[src/rtl/mdu_pkg.sv]
// ---------------------------------------------------------------------------
// mdu_pkg
// Shared definitions for the iterative multiply/divide unit:
//   mdop_t    - 3-bit operation encoding carried down the pipe as mdopE
//   mdstate_t - sequencer states of mult_div_unit
//   isLegalOp - true for the six encodings the unit executes
// ---------------------------------------------------------------------------
package mdu_pkg;

    typedef enum logic [2:0] {
        MD_MULT  = 3'b000,
        MD_MULTU = 3'b001,
        MD_DIV   = 3'b010,
        MD_DIVU  = 3'b011,
        MD_MTHI  = 3'b100,
        MD_MTLO  = 3'b101
    } mdop_t;

    typedef enum logic [1:0] {
        IDLE = 2'b00,
        MUL  = 2'b01,
        DIV  = 2'b10,
        FIX  = 2'b11
    } mdstate_t;

    // 3'b110 and 3'b111 are no-ops and must never start anything.
    function automatic logic isLegalOp(input logic [2:0] op);
        return op <= 3'b101;
    endfunction

    // Signed variants take magnitudes at accept and fix the sign at the end.
    function automatic logic isSignedOp(input logic [2:0] op);
        return (op == MD_MULT) || (op == MD_DIV);
    endfunction

endpackage

[src/rtl/mdu_signfix.sv]
// ---------------------------------------------------------------------------
// mdu_signfix
// Combinational two's-complement conditional negate. Used both to take
// operand magnitudes at accept (negate = operand is negative) and to apply
// the result sign at completion (negate = result should be negative).
// Ports:
//   value  in  WIDTH : input word
//   negate in  1     : 1 -> result = -value, 0 -> result = value
//   result out WIDTH : conditionally negated word
// The most negative value maps onto itself, which read as unsigned is its
// correct magnitude; the divider overflow case relies on this.
// ---------------------------------------------------------------------------
module mdu_signfix #(
    parameter int WIDTH = 32
) (
    input  logic [WIDTH-1:0] value,
    input  logic             negate,
    output logic [WIDTH-1:0] result
);

    assign result = negate ? -value : value;

endmodule

[src/rtl/mult_div_unit.sv]
// ---------------------------------------------------------------------------
// mult_div_unit
// Iterative multiply/divide unit living in the E stage. Executes
// MULT/MULTU (WIDTH cycles), DIV/DIVU (WIDTH+1 cycles) and MTHI/MTLO
// (single cycle) and owns the HI/LO architectural registers.
// Ports:
//   clk      in  1     : clock, all state updates on rising edge
//   reset    in  1     : synchronous, active-low
//   mdstartE in  1     : a mult/div/mt instruction is in E
//   mdopE    in  3     : operation (see mdu_pkg::mdop_t)
//   srcaE    in  WIDTH : rs operand (multiplicand, dividend, MT source)
//   srcbE    in  WIDTH : rt operand (multiplier, divisor)
//   stallE   in  1     : E stage held this cycle
//   mdrunE   out 1     : operation in flight (registered)
//   hi, lo   out WIDTH : HI/LO registers (registered)
// ---------------------------------------------------------------------------
module mult_div_unit
    import mdu_pkg::*;
#(
    parameter int WIDTH = 32
) (
    input  logic             clk,
    input  logic             reset,
    input  logic             mdstartE,
    input  logic [2:0]       mdopE,
    input  logic [WIDTH-1:0] srcaE,
    input  logic [WIDTH-1:0] srcbE,
    input  logic             stallE,
    output logic             mdrunE,
    output logic [WIDTH-1:0] hi,
    output logic [WIDTH-1:0] lo
);

    localparam int CW = $clog2(WIDTH);
    localparam logic [CW-1:0] LAST_COUNT = CW'(WIDTH - 1);

    mdstate_t           state;
    logic [CW-1:0]      count;
    // MUL: {partial product, remaining multiplier bits}
    // DIV: {partial remainder, dividend bits / quotient bits}
    logic [2*WIDTH-1:0] work;
    logic [WIDTH-1:0]   opB;      // multiplicand (MUL) or divisor (DIV) magnitude
    logic [WIDTH-1:0]   rawA;     // dividend as captured, returned in HI on divide by zero
    logic               negRes;   // product / quotient must be negated
    logic               negRem;   // remainder must be negated (dividend sign)

    mdop_t op;
    logic  isSigned;
    logic  accept;

    assign op       = mdop_t'(mdopE);
    assign isSigned = isSignedOp(mdopE);
    // mdrunE low already implies IDLE, so this is the only gate needed.
    assign accept   = mdstartE & ~stallE & ~mdrunE & isLegalOp(mdopE);

    // ---------------------------------------------------------------
    // Operand magnitudes at accept
    // ---------------------------------------------------------------
    logic [WIDTH-1:0] magA;
    logic [WIDTH-1:0] magB;

    mdu_signfix #(.WIDTH(WIDTH)) uMagA (
        .value  (srcaE),
        .negate (isSigned & srcaE[WIDTH-1]),
        .result (magA)
    );

    mdu_signfix #(.WIDTH(WIDTH)) uMagB (
        .value  (srcbE),
        .negate (isSigned & srcbE[WIDTH-1]),
        .result (magB)
    );

    // ---------------------------------------------------------------
    // Multiply step: add the multiplicand when the current multiplier
    // bit is set, then shift the whole product register right by one.
    // The carry out of the add becomes the new top bit.
    // ---------------------------------------------------------------
    logic [WIDTH:0]     mulSum;
    logic [2*WIDTH-1:0] mulNext;

    assign mulSum  = {1'b0, work[2*WIDTH-1:WIDTH]}
                   + {1'b0, (work[0] ? opB : {WIDTH{1'b0}})};
    assign mulNext = {mulSum, work[WIDTH-1:1]};

    // ---------------------------------------------------------------
    // Restoring divide step: shift the next dividend bit into the
    // partial remainder and try subtracting the divisor. The shifted
    // remainder is WIDTH+1 bits, so the trial is done in WIDTH+2 bits
    // to keep a clean borrow in the MSB.
    // ---------------------------------------------------------------
    logic [WIDTH+1:0]   divDiff;
    logic               divFits;
    logic [2*WIDTH-1:0] divNext;

    assign divDiff = {1'b0, work[2*WIDTH-1:WIDTH-1]} - {2'b00, opB};
    assign divFits = ~divDiff[WIDTH+1];
    assign divNext = divFits ? {divDiff[WIDTH-1:0], work[WIDTH-2:0], 1'b1}
                             : {work[2*WIDTH-2:0], 1'b0};

    // ---------------------------------------------------------------
    // Result sign fix at completion
    // ---------------------------------------------------------------
    logic [2*WIDTH-1:0] prodFixed;
    logic [WIDTH-1:0]   quoFixed;
    logic [WIDTH-1:0]   remFixed;

    // The final multiply step is folded in so HI/LO land on the last
    // MUL edge rather than one cycle later.
    mdu_signfix #(.WIDTH(2*WIDTH)) uProdFix (
        .value  (mulNext),
        .negate (negRes),
        .result (prodFixed)
    );

    mdu_signfix #(.WIDTH(WIDTH)) uQuoFix (
        .value  (work[WIDTH-1:0]),
        .negate (negRes),
        .result (quoFixed)
    );

    mdu_signfix #(.WIDTH(WIDTH)) uRemFix (
        .value  (work[2*WIDTH-1:WIDTH]),
        .negate (negRem),
        .result (remFixed)
    );

    // ---------------------------------------------------------------
    // Sequencer, datapath registers and HI/LO
    // ---------------------------------------------------------------
    // NOTE: every register here is cleared by reset, including the
    // datapath ones, so an abandoned operation leaves nothing behind and
    // all state is non-blocking so the combinational step logic above
    // always sees the values from the previous edge.
    always_ff @(posedge clk) begin
        if (!reset) begin
            state  <= IDLE;
            count  <= '0;
            mdrunE <= 1'b0;
            work   <= '0;
            opB    <= '0;
            rawA   <= '0;
            negRes <= 1'b0;
            negRem <= 1'b0;
            hi     <= '0;
            lo     <= '0;
        end else begin
            case (state)
                IDLE: begin
                    if (accept) begin
                        case (op)
                            MD_MULT, MD_MULTU: begin
                                state  <= MUL;
                                mdrunE <= 1'b1;
                                count  <= LAST_COUNT;
                                work   <= {{WIDTH{1'b0}}, magB};
                                opB    <= magA;
                                negRes <= isSigned & (srcaE[WIDTH-1] ^ srcbE[WIDTH-1]);
                                negRem <= 1'b0;
                            end
                            MD_DIV, MD_DIVU: begin
                                state  <= DIV;
                                mdrunE <= 1'b1;
                                count  <= LAST_COUNT;
                                work   <= {{WIDTH{1'b0}}, magA};
                                opB    <= magB;
                                rawA   <= srcaE;
                                negRes <= isSigned & (srcaE[WIDTH-1] ^ srcbE[WIDTH-1]);
                                negRem <= isSigned & srcaE[WIDTH-1];
                            end
                            MD_MTHI: hi <= srcaE;
                            MD_MTLO: lo <= srcaE;
                            default: ;
                        endcase
                    end
                end

                MUL: begin
                    work <= mulNext;
                    if (count == '0) begin
                        {hi, lo} <= prodFixed;
                        state    <= IDLE;
                        mdrunE   <= 1'b0;
                    end else begin
                        count <= count - 1'b1;
                    end
                end

                DIV: begin
                    work <= divNext;
                    if (count == '0) begin
                        state <= FIX;
                    end else begin
                        count <= count - 1'b1;
                    end
                end

                FIX: begin
                    // A zero divisor bypasses the sign fix entirely.
                    if (opB == '0) begin
                        lo <= {WIDTH{1'b1}};
                        hi <= rawA;
                    end else begin
                        lo <= quoFixed;
                        hi <= remFixed;
                    end
                    state  <= IDLE;
                    mdrunE <= 1'b0;
                end

                default: begin
                    state  <= IDLE;
                    mdrunE <= 1'b0;
                end
            endcase
        end
    end

endmodule

[config.mk]
export PLATFORM = sky130hd
export DESIGN_NAME = mult_div_unit
export DESIGN_NICKNAME = d
export VERILOG_FILES = /design/src/rtl/mdu_pkg.sv /design/src/rtl/mdu_signfix.sv /design/src/rtl/mult_div_unit.sv
export SDC_FILE = /design/constraint.sdc
export NUM_CORES = 1
export LEC_CHECK = 0
export CAP_MARGIN = 10
export CELL_PAD_IN_SITES_DETAIL_PLACEMENT = 1
export CELL_PAD_IN_SITES_GLOBAL_PLACEMENT = 1
export CORE_MARGIN = 4
export CORE_UTILIZATION = 40
export CTS_CLUSTER_SIZE = 14
export DETAILED_ROUTE_END_ITERATION = 10
export HOLD_SLACK_MARGIN = 0.06
export PLACE_DENSITY_LB_ADDON = 0.25
export SLEW_MARGIN = 20
export SYNTH_ARGS = -nofsm -noshare
export SYNTH_HDL_FRONTEND = slang
export SYNTH_SLANG_ARGS = --single-unit
[constraint.sdc]
create_clock -name clk -period 4.5 [get_ports clk]
set_input_delay 0.9 -clock clk [delete_from_list [all_inputs] [get_ports clk]]
set_output_delay 0.9 -clock clk [all_outputs]
set_load 0.01 [all_outputs]
==> metrics, run 1 <==
P_int about 5.6 mW; hold slack ~0.46 ns; hold depth 2; XOR/XNOR Fraction of Synth Area between 10 and 15%; Yosys top cell by area dfxtp_1; vias in the first global route between 20,000 and 25,000; max-cap violations 0; Critical Path Sink Type flop; area share of fa/ha/maj cells after synthesis 5.54%; TritonCTS Buffers 25; Congestion Overflow GR 0; R2R depth 16; CP arrival roughly 4.8 ns; antenna violations before repair 3; Power Density just over 500 nW/um^2; Clk network pwr share around 17%; die height between 200 and 250 um; synthesized area around 18,000 sq um; Synth Flop Type dfxtp_1; clock skew around 0.011 ns; Pre-antenna DRT Iters 5; via-per-instance ratio between 6 and 7; # IOs roughly 140; final net count around 2,800; Synth area leaders dfxtp_1 22%, o21ai_0 7.2%, nand2_1 6.8%; Mapped Cells about 2,600; site row count 77; FF-to-FF setup slack 0.16 ns; root buf cell clkbuf_16; post-synth top area share 22.3%; Area Growth Syn to Fin 18.4%; Avg Inst Size Synth 6.98 sq um; min-delay src rawA[17]$_SDFFE_PN0P_; synth warn 0; Port Buffers roughly 140; core footprint ~45,000 sq um; sequential area share after synthesis about 22%; fmax 230 MHz; worst-skew pair later-pin latency ~0.54 ns; HP Class reg2reg; syn_nets 2,748; DRC errors left 0; ant diodes 0; Post-synth ARST share 0%; global-route wire length before repair between 100,000 and 150,000 um; Final setup viols 0; clock period minus worst slack roughly 4.3 ns; Worst-Margin Slew between 1 and 1.5 ns; Psw 5.50 mW; final WL approximately 90,000 um; area of the die a little under 50,000 sq um; compound-cell area share of the yosys netlist a little under a third; Pleak ~8.3 nW; Final HPWL DP 69,000 um; Pwr Total 11.1 mW; hold buffer count at cts 0; number of synthesized flops with an enable pin 0; antenna viol nets, final 0; H-Tree Level Count 1; CTS tree yes; Global Route Usage Sum around 35%; r2r endpoint hi[26]$_SDFFE_PN0P_; WS Path Type reg2reg; largest family of logic cells by synthesized area compound AO/OA/AOI/OAI gates; CTS Buffer Depth 3; Initial Util 40.7%; Final period util 96.5%; Required @ worst endpoint between 4 and 5 ns; switching part of the total about half; largest net degree at the start of global routing between 80 and 90; synth unique cells 79; worst hold path endpoint rawA[17]$_SDFFE_PN0P_; Logic pwr share between 50 and 60%; Simple-Gate Fraction of Synth Area around 22%; Die W ~220 um; Final Hold Vio Count 0; Final Slew Violations 0; CTS sink count slightly above 200; fraction of layout cells with a size suffix above 1 9.07%; Routed wire per std cell 27.1 um; Seq cells post-synth 202; status complete, no violations; mux share of post-synthesis cell area 1.91%; CP startpoint kind flop; Relative slew margins around a quarter; Reg clk slew, reported paths ~0.060 ns; VDD IR-drop max ~380 uV; DR vias between 20,000 and 25,000; Flop pwr share roughly a quarter; gpl congestion 0.985; DRT iter0 DRCs ~1,900; r2r startpoint work[0]$_SDFFE_PN0P_; maximum fanout along the worst path 15
-- worst max-delay path by stage --
stage | start | endpoint | depth (start not counted)
global placement | work[0]$_SDFFE_PN0P_ | hi[30]$_SDFFE_PN0P_ | 16
floorplan | work[0]$_SDFFE_PN0P_ | hi[26]$_SDFFE_PN0P_ | 16
CTS | work[0]$_SDFFE_PN0P_ | hi[26]$_SDFFE_PN0P_ | 14
detailed placement | work[0]$_SDFFE_PN0P_ | hi[26]$_SDFFE_PN0P_ | 15
finish | work[0]$_SDFFE_PN0P_ | hi[26]$_SDFFE_PN0P_ | 16
global route | work[0]$_SDFFE_PN0P_ | hi[30]$_SDFFE_PN0P_ | 17
-- cells in the mapped netlist, types with 52 or more instances --
library cell / count
nor3_1: 52
ha_1: 77
nand3_1: 70
a21oi_1: 239
xnor2_1: 119
xor2_1: 90
clkbuf_1: 185
inv_1: 77
nand2_1: 329
dfxtp_1: 202
nor2_1: 232
o21ai_0: 260
-- sequential cells by signal, indices dropped and copies added (netlist names) --
name,count
negRem,1
rawA,32
lo,32
negRes,1
work,64
opB,32
state,2
mdrunE,1
hi,32
count,5
-- placed cells by master, fill, tap and decap left out, types with 17 or more instances in the layout --
cell               n
a211oi_1          23
a21o_1            35
a21oi_1          236
a221oi_1          46
a22oi_1           41
a311oi_1          17
a31oi_1           22
buf_4            149
clkbuf_16         26
clkdlybuf4s50_1  134
dfxtp_1          200
ha_1              75
inv_1             76
mux2i_1           30
nand2_1          329
nand3_1           70
nand4_1           17
nor2_1           228
nor3_1            50
nor4_1            26
o211ai_1          27
o21a_1            24
o21ai_0          258
o31ai_1           46
or3_1             26
xnor2_1          119
xor2_1            90
-- critical path, stage by stage, from the launching register on --
cell,delay [ns]
dfxtp_2,0.34
inv_4,0.12
buf_12,0.16
nor2_1,0.06
ha_1,0.35
buf_4,0.20
nand2_1,0.21
o21ai_0,0.17
a311o_1,0.35
o21ai_1,0.16
xnor2_1,0.11
or4_4,0.56
or4_1,0.57
buf_4,0.19
or2_2,0.30
a211oi_2,0.22
a21oi_1,0.11
-- routing by layer --
metal	wire length [um]	GRT usage [%]
met1	37800	46.1
met2	40300	55.6
met3	7190	5.86
met4	4380	14.6
met5	13	0
-- metrics by stage --
stage	instance area [sq um]	std cells	setup WS, ns	utilization, %	setup TNS (ns)
2_1_floorplan	18100	2598	0.256	-	0
3_5_place_dp	20600	3259	-0.119	46.4	-0.215
6_report	21500	3304	0.160	48.2	0
3_3_place_gp	20600	3259	0.0608	46.4	0
5_1_grt	21500	3304	-0.00736	48.2	-0.00736
4_1_cts	21400	3301	0.00662	48.0	0
-- power by group through the flow --
stage	registers [mW]	clock network [mW]	logic [mW]
floorplan	2.51	0	3.90
global placement	2.72	0	6.17
detailed placement	2.73	0	6.31
CTS	2.69	1.94	6.34
global route	2.75	2.01	6.91
finish	2.71	1.93	6.49
-- logic make-up after synthesis --
logic type,Yosys count
flip-flops,202
buffers and inverters,294
multiplexers,34
AND/OR/NAND/NOR,875
AO/OA/AOI/OAI,905
adder cells (fa/ha/maj),79
XOR/XNOR,209
-- cell type report --
cell class              count  area, sq um
flip-flops and latches    202         4050
clock buffers              38          714
fillers                  5719        23000
well taps                 592          741
repair buffers            288         2550
inverters                  78          297
clock inverters             4         20.0
multi-input cells        2102        13100
-- repair_timing --
item / CTS / global route
setup buffers: 0 / 2
gates cloned: 0 / 1
pin swaps: 0 / 1
gates resized for setup: 1 / 13
endpoints found under the setup margin: 3 / 10
(Power assumes the default switching activity.)
==> inputs of run 2 (changes only) <==
--- a/config.mk
+++ b/config.mk
@@ -12,6 +12,7 @@
 export CORE_UTILIZATION = 40
 export CTS_CLUSTER_SIZE = 14
 export DETAILED_ROUTE_END_ITERATION = 10
+export GPL_TIMING_DRIVEN = 0
 export HOLD_SLACK_MARGIN = 0.06
 export PLACE_DENSITY_LB_ADDON = 0.25
 export SLEW_MARGIN = 20
==> run 2 against run 1 <==
The run now ends with negative setup slack left. Via count increased by 5.1%. Register-to-register slack got worse by 0.18 ns. Maximum frequency decreased by 4.0%. Combinational power increased by 12%. Non-clock buffer count increased by 78. Utilization increased by 0.95 points. Sequential share of layout area decreased by 0.36 points. Critical path depth increased by 1. Clock skew increased by 0.014 ns. Total power increased by 7.7%. Clock-buffer cell count increased by 2. Setup slack got worse by 0.18 ns.
==> metrics, run 2 (synthesized netlist as in run 1, its figures left out) <==
fraction of layout cells with a size suffix above 1 6.95% (-2.1 points); global-route wire length before repair 146,000 um (+9.0%); Logic pwr share 60.6% (+2.3 points); Final Hold Vio Count 0 (unchanged); Setup TNS -0.0203 ns (-0.0203 ns); GR peak layer met2; slowest CP cell or4_4; worst slack at placement -1.81 ns (-1.69 ns); antenna violations before repair 5 (+2); DRT iter0 DRCs 2,538 (+33%); Final period util 100% (+4.0 points); clock skew 0.0251 ns (+0.0137 ns); hold slack 0.458 ns (-0.000693 ns); RSZ-0062 raised after global routing yes; final instance area 21,900 sq um (+2.0%); Final HPWL DP 80,100 um (+16%); number of flip-flops under the largest register name 64 (unchanged); via-per-instance ratio 6.59 (+2.6%); Port Buffers 126 (-6.7%); maximum fanout along the worst path 7 (-8); Reg clk slew, reported paths 0.07 ns (about the same); P_int 5.85 mW (+3.9%); Crit path max-delay family simple AND/OR/NAND/NOR gates; status finished, violations left; Layout Cells excl Fill 3,385 (+2.5%); CTS tree yes; met2 GRT Util 59.1% (+3.5 points); die height 221 um (unchanged); Relative slew margins 18.6% (-5.0 points); failing checks negative setup slack; vias in the first global route 21,900 (+4.4%); Flop pwr share 21.0% (-3.3 points); Critical Path Sink Type flop; HP Class reg2reg; root buf cell clkbuf_16; Psw 6.15 mW (+12%); core footprint 44,500 sq um (unchanged); TritonCTS Buffers 27 (+8.0%); post-layout util 49.2% (+0.95 points); max-cap violations 0 (unchanged); CTS sink count 202 (unchanged); largest net degree at the start of global routing 13 (-85%); antenna viol nets, final 0 (unchanged); critical path, cell by cell clkinvlp_4 -> buf_12 -> buf_12 -> nor2_4 -> ha_4 -> nor2b_2 -> o31a_1 -> buf_4 -> buf_4 -> o21a_4 -> a211oi_4 -> a211oi_4 -> or4_4 -> or4_4 -> or2_4 -> a211oi_4 -> a21oi_1; final worst slack -0.0203 ns (-0.180 ns); gpl congestion 1.02 (+3.3%); commonest non-fill, non-tap cell in the layout nand2_1; Initial Util 40.7% (unchanged); CTS Buffer Depth 3 (unchanged); Final setup viols 1 (+1); WP buf/inv 5 (+1); Global Route Usage Sum 38.8% (+4.2 points); grt met3 use 9.42% (+3.6 points); Routed wire per std cell 30.0 um (+10%); Area Growth Syn to Fin 20.7%; final WL 101,000 um (+13%); VDD IR-drop max 326 uV (-14%); placed cells 3,316 (+1.7%); Pwr Total 12.0 mW (+7.7%); H-Tree Level Count 1 (unchanged); Pre-antenna DRT Iters 5 (unchanged); crit-path max cell delay 0.61 ns (+0.04 ns); DR vias 22,300 (+5.1%); clock period minus worst slack 4.52 ns (+0.180 ns); area of the die 48,800 sq um (unchanged); Required @ worst endpoint 4.94 ns (+0.03 ns); Power Density 548 nW/um^2 (+5.7%); Congestion Overflow GR 0 (unchanged); Largest Register work; Pleak 8.13 nW (-1.6%); worst-skew pair later-pin latency 0.56 ns (+0.02 ns); DRC errors left 0 (unchanged); Die W 221 um (unchanged); WS Path Type reg2reg; switching part of the total 51.2% (+1.8 points); CP startpoint kind flop; met1 usage 50.9% (+4.8 points); Clk network pwr share 18.4% (+1.0 points); site row count 77 (unchanged); # IOs 136 (unchanged); fmax 221 MHz (-4.0%); final net count 2,927 (+2.8%); CP arrival 4.96 ns (+0.21 ns); Worst-Margin Slew 1.22 ns (+0.0765 ns); Final Slew Violations 0 (unchanged); Cell Area, Placed 20,100 sq um (-2.4%); most frequent CP cell a211oi_4; most frequent cells in the layout 328 x nand2_1, 251 x o21ai_0, 231 x a21oi_1, 228 x nor2_1, 201 x dfxtp_1
-- run 2: path summary, 6_finish.rpt --
path	slack, ns	endpoint	cells after the start	startpoint
worst max-delay path	-0.02	hi[26]$_SDFFE_PN0P_	17	work[0]$_SDFFE_PN0P_
worst min-delay path	0.46	rawA[27]$_SDFFE_PN0P_	2	rawA[27]$_SDFFE_PN0P_
worst max register to register	-0.02	hi[26]$_SDFFE_PN0P_	17	work[0]$_SDFFE_PN0P_
worst min register to register	0.46	rawA[27]$_SDFFE_PN0P_	2	rawA[27]$_SDFFE_PN0P_
-- run 2: layout make-up --
| cell class | count | area [sq um] |
|---|---|---|
| antenna | 1 | 2.50 |
| buffer | 206 | 861 |
| clock buffer | 40 | 825 |
| clock inverter | 4 | 47.5 |
| fill | 5681 | 22600 |
| inverter | 78 | 297 |
| multi-input combinational | 2102 | 13500 |
| sequential | 202 | 4050 |
| tap | 592 | 741 |
| timing repair buffer | 160 | 1570 |
-- run 2: worst min-delay path, stage by stage (launching register included) --
cell,delay [ns]
dfxtp_1,0.31
nand2_1,0.05
a21oi_1,0.05
-- run 2: layer usage --
| layer | wire [um] | part of all wire [%] |
|---|---|---|
| met3 | 10200 | 10 |
| met4 | 6600 | 6.5 |
| met5 | 25 | 0.025 |
| met1 | 41500 | 41 |
| met2 | 43200 | 43 |
-- run 2: what timing repair did --
action	CTS	global route
setup endpoints to repair	57	34
pin swaps	16	20
gates cloned	0	1
hold endpoints to repair	0	0
gates resized for setup	69	64
hold buffers	0	0
setup buffers	20	13
-- run 2: power by group through the flow --
stage	sequential (mW)	clock, mW	combinational, mW
6_report	2.52	2.20	7.27
5_1_grt	2.55	2.27	7.61
4_1_cts	2.51	2.20	6.86
3_5_place_dp	2.55	0	6.71
3_3_place_gp	2.53	0	6.59
2_1_floorplan	2.51	0	3.90
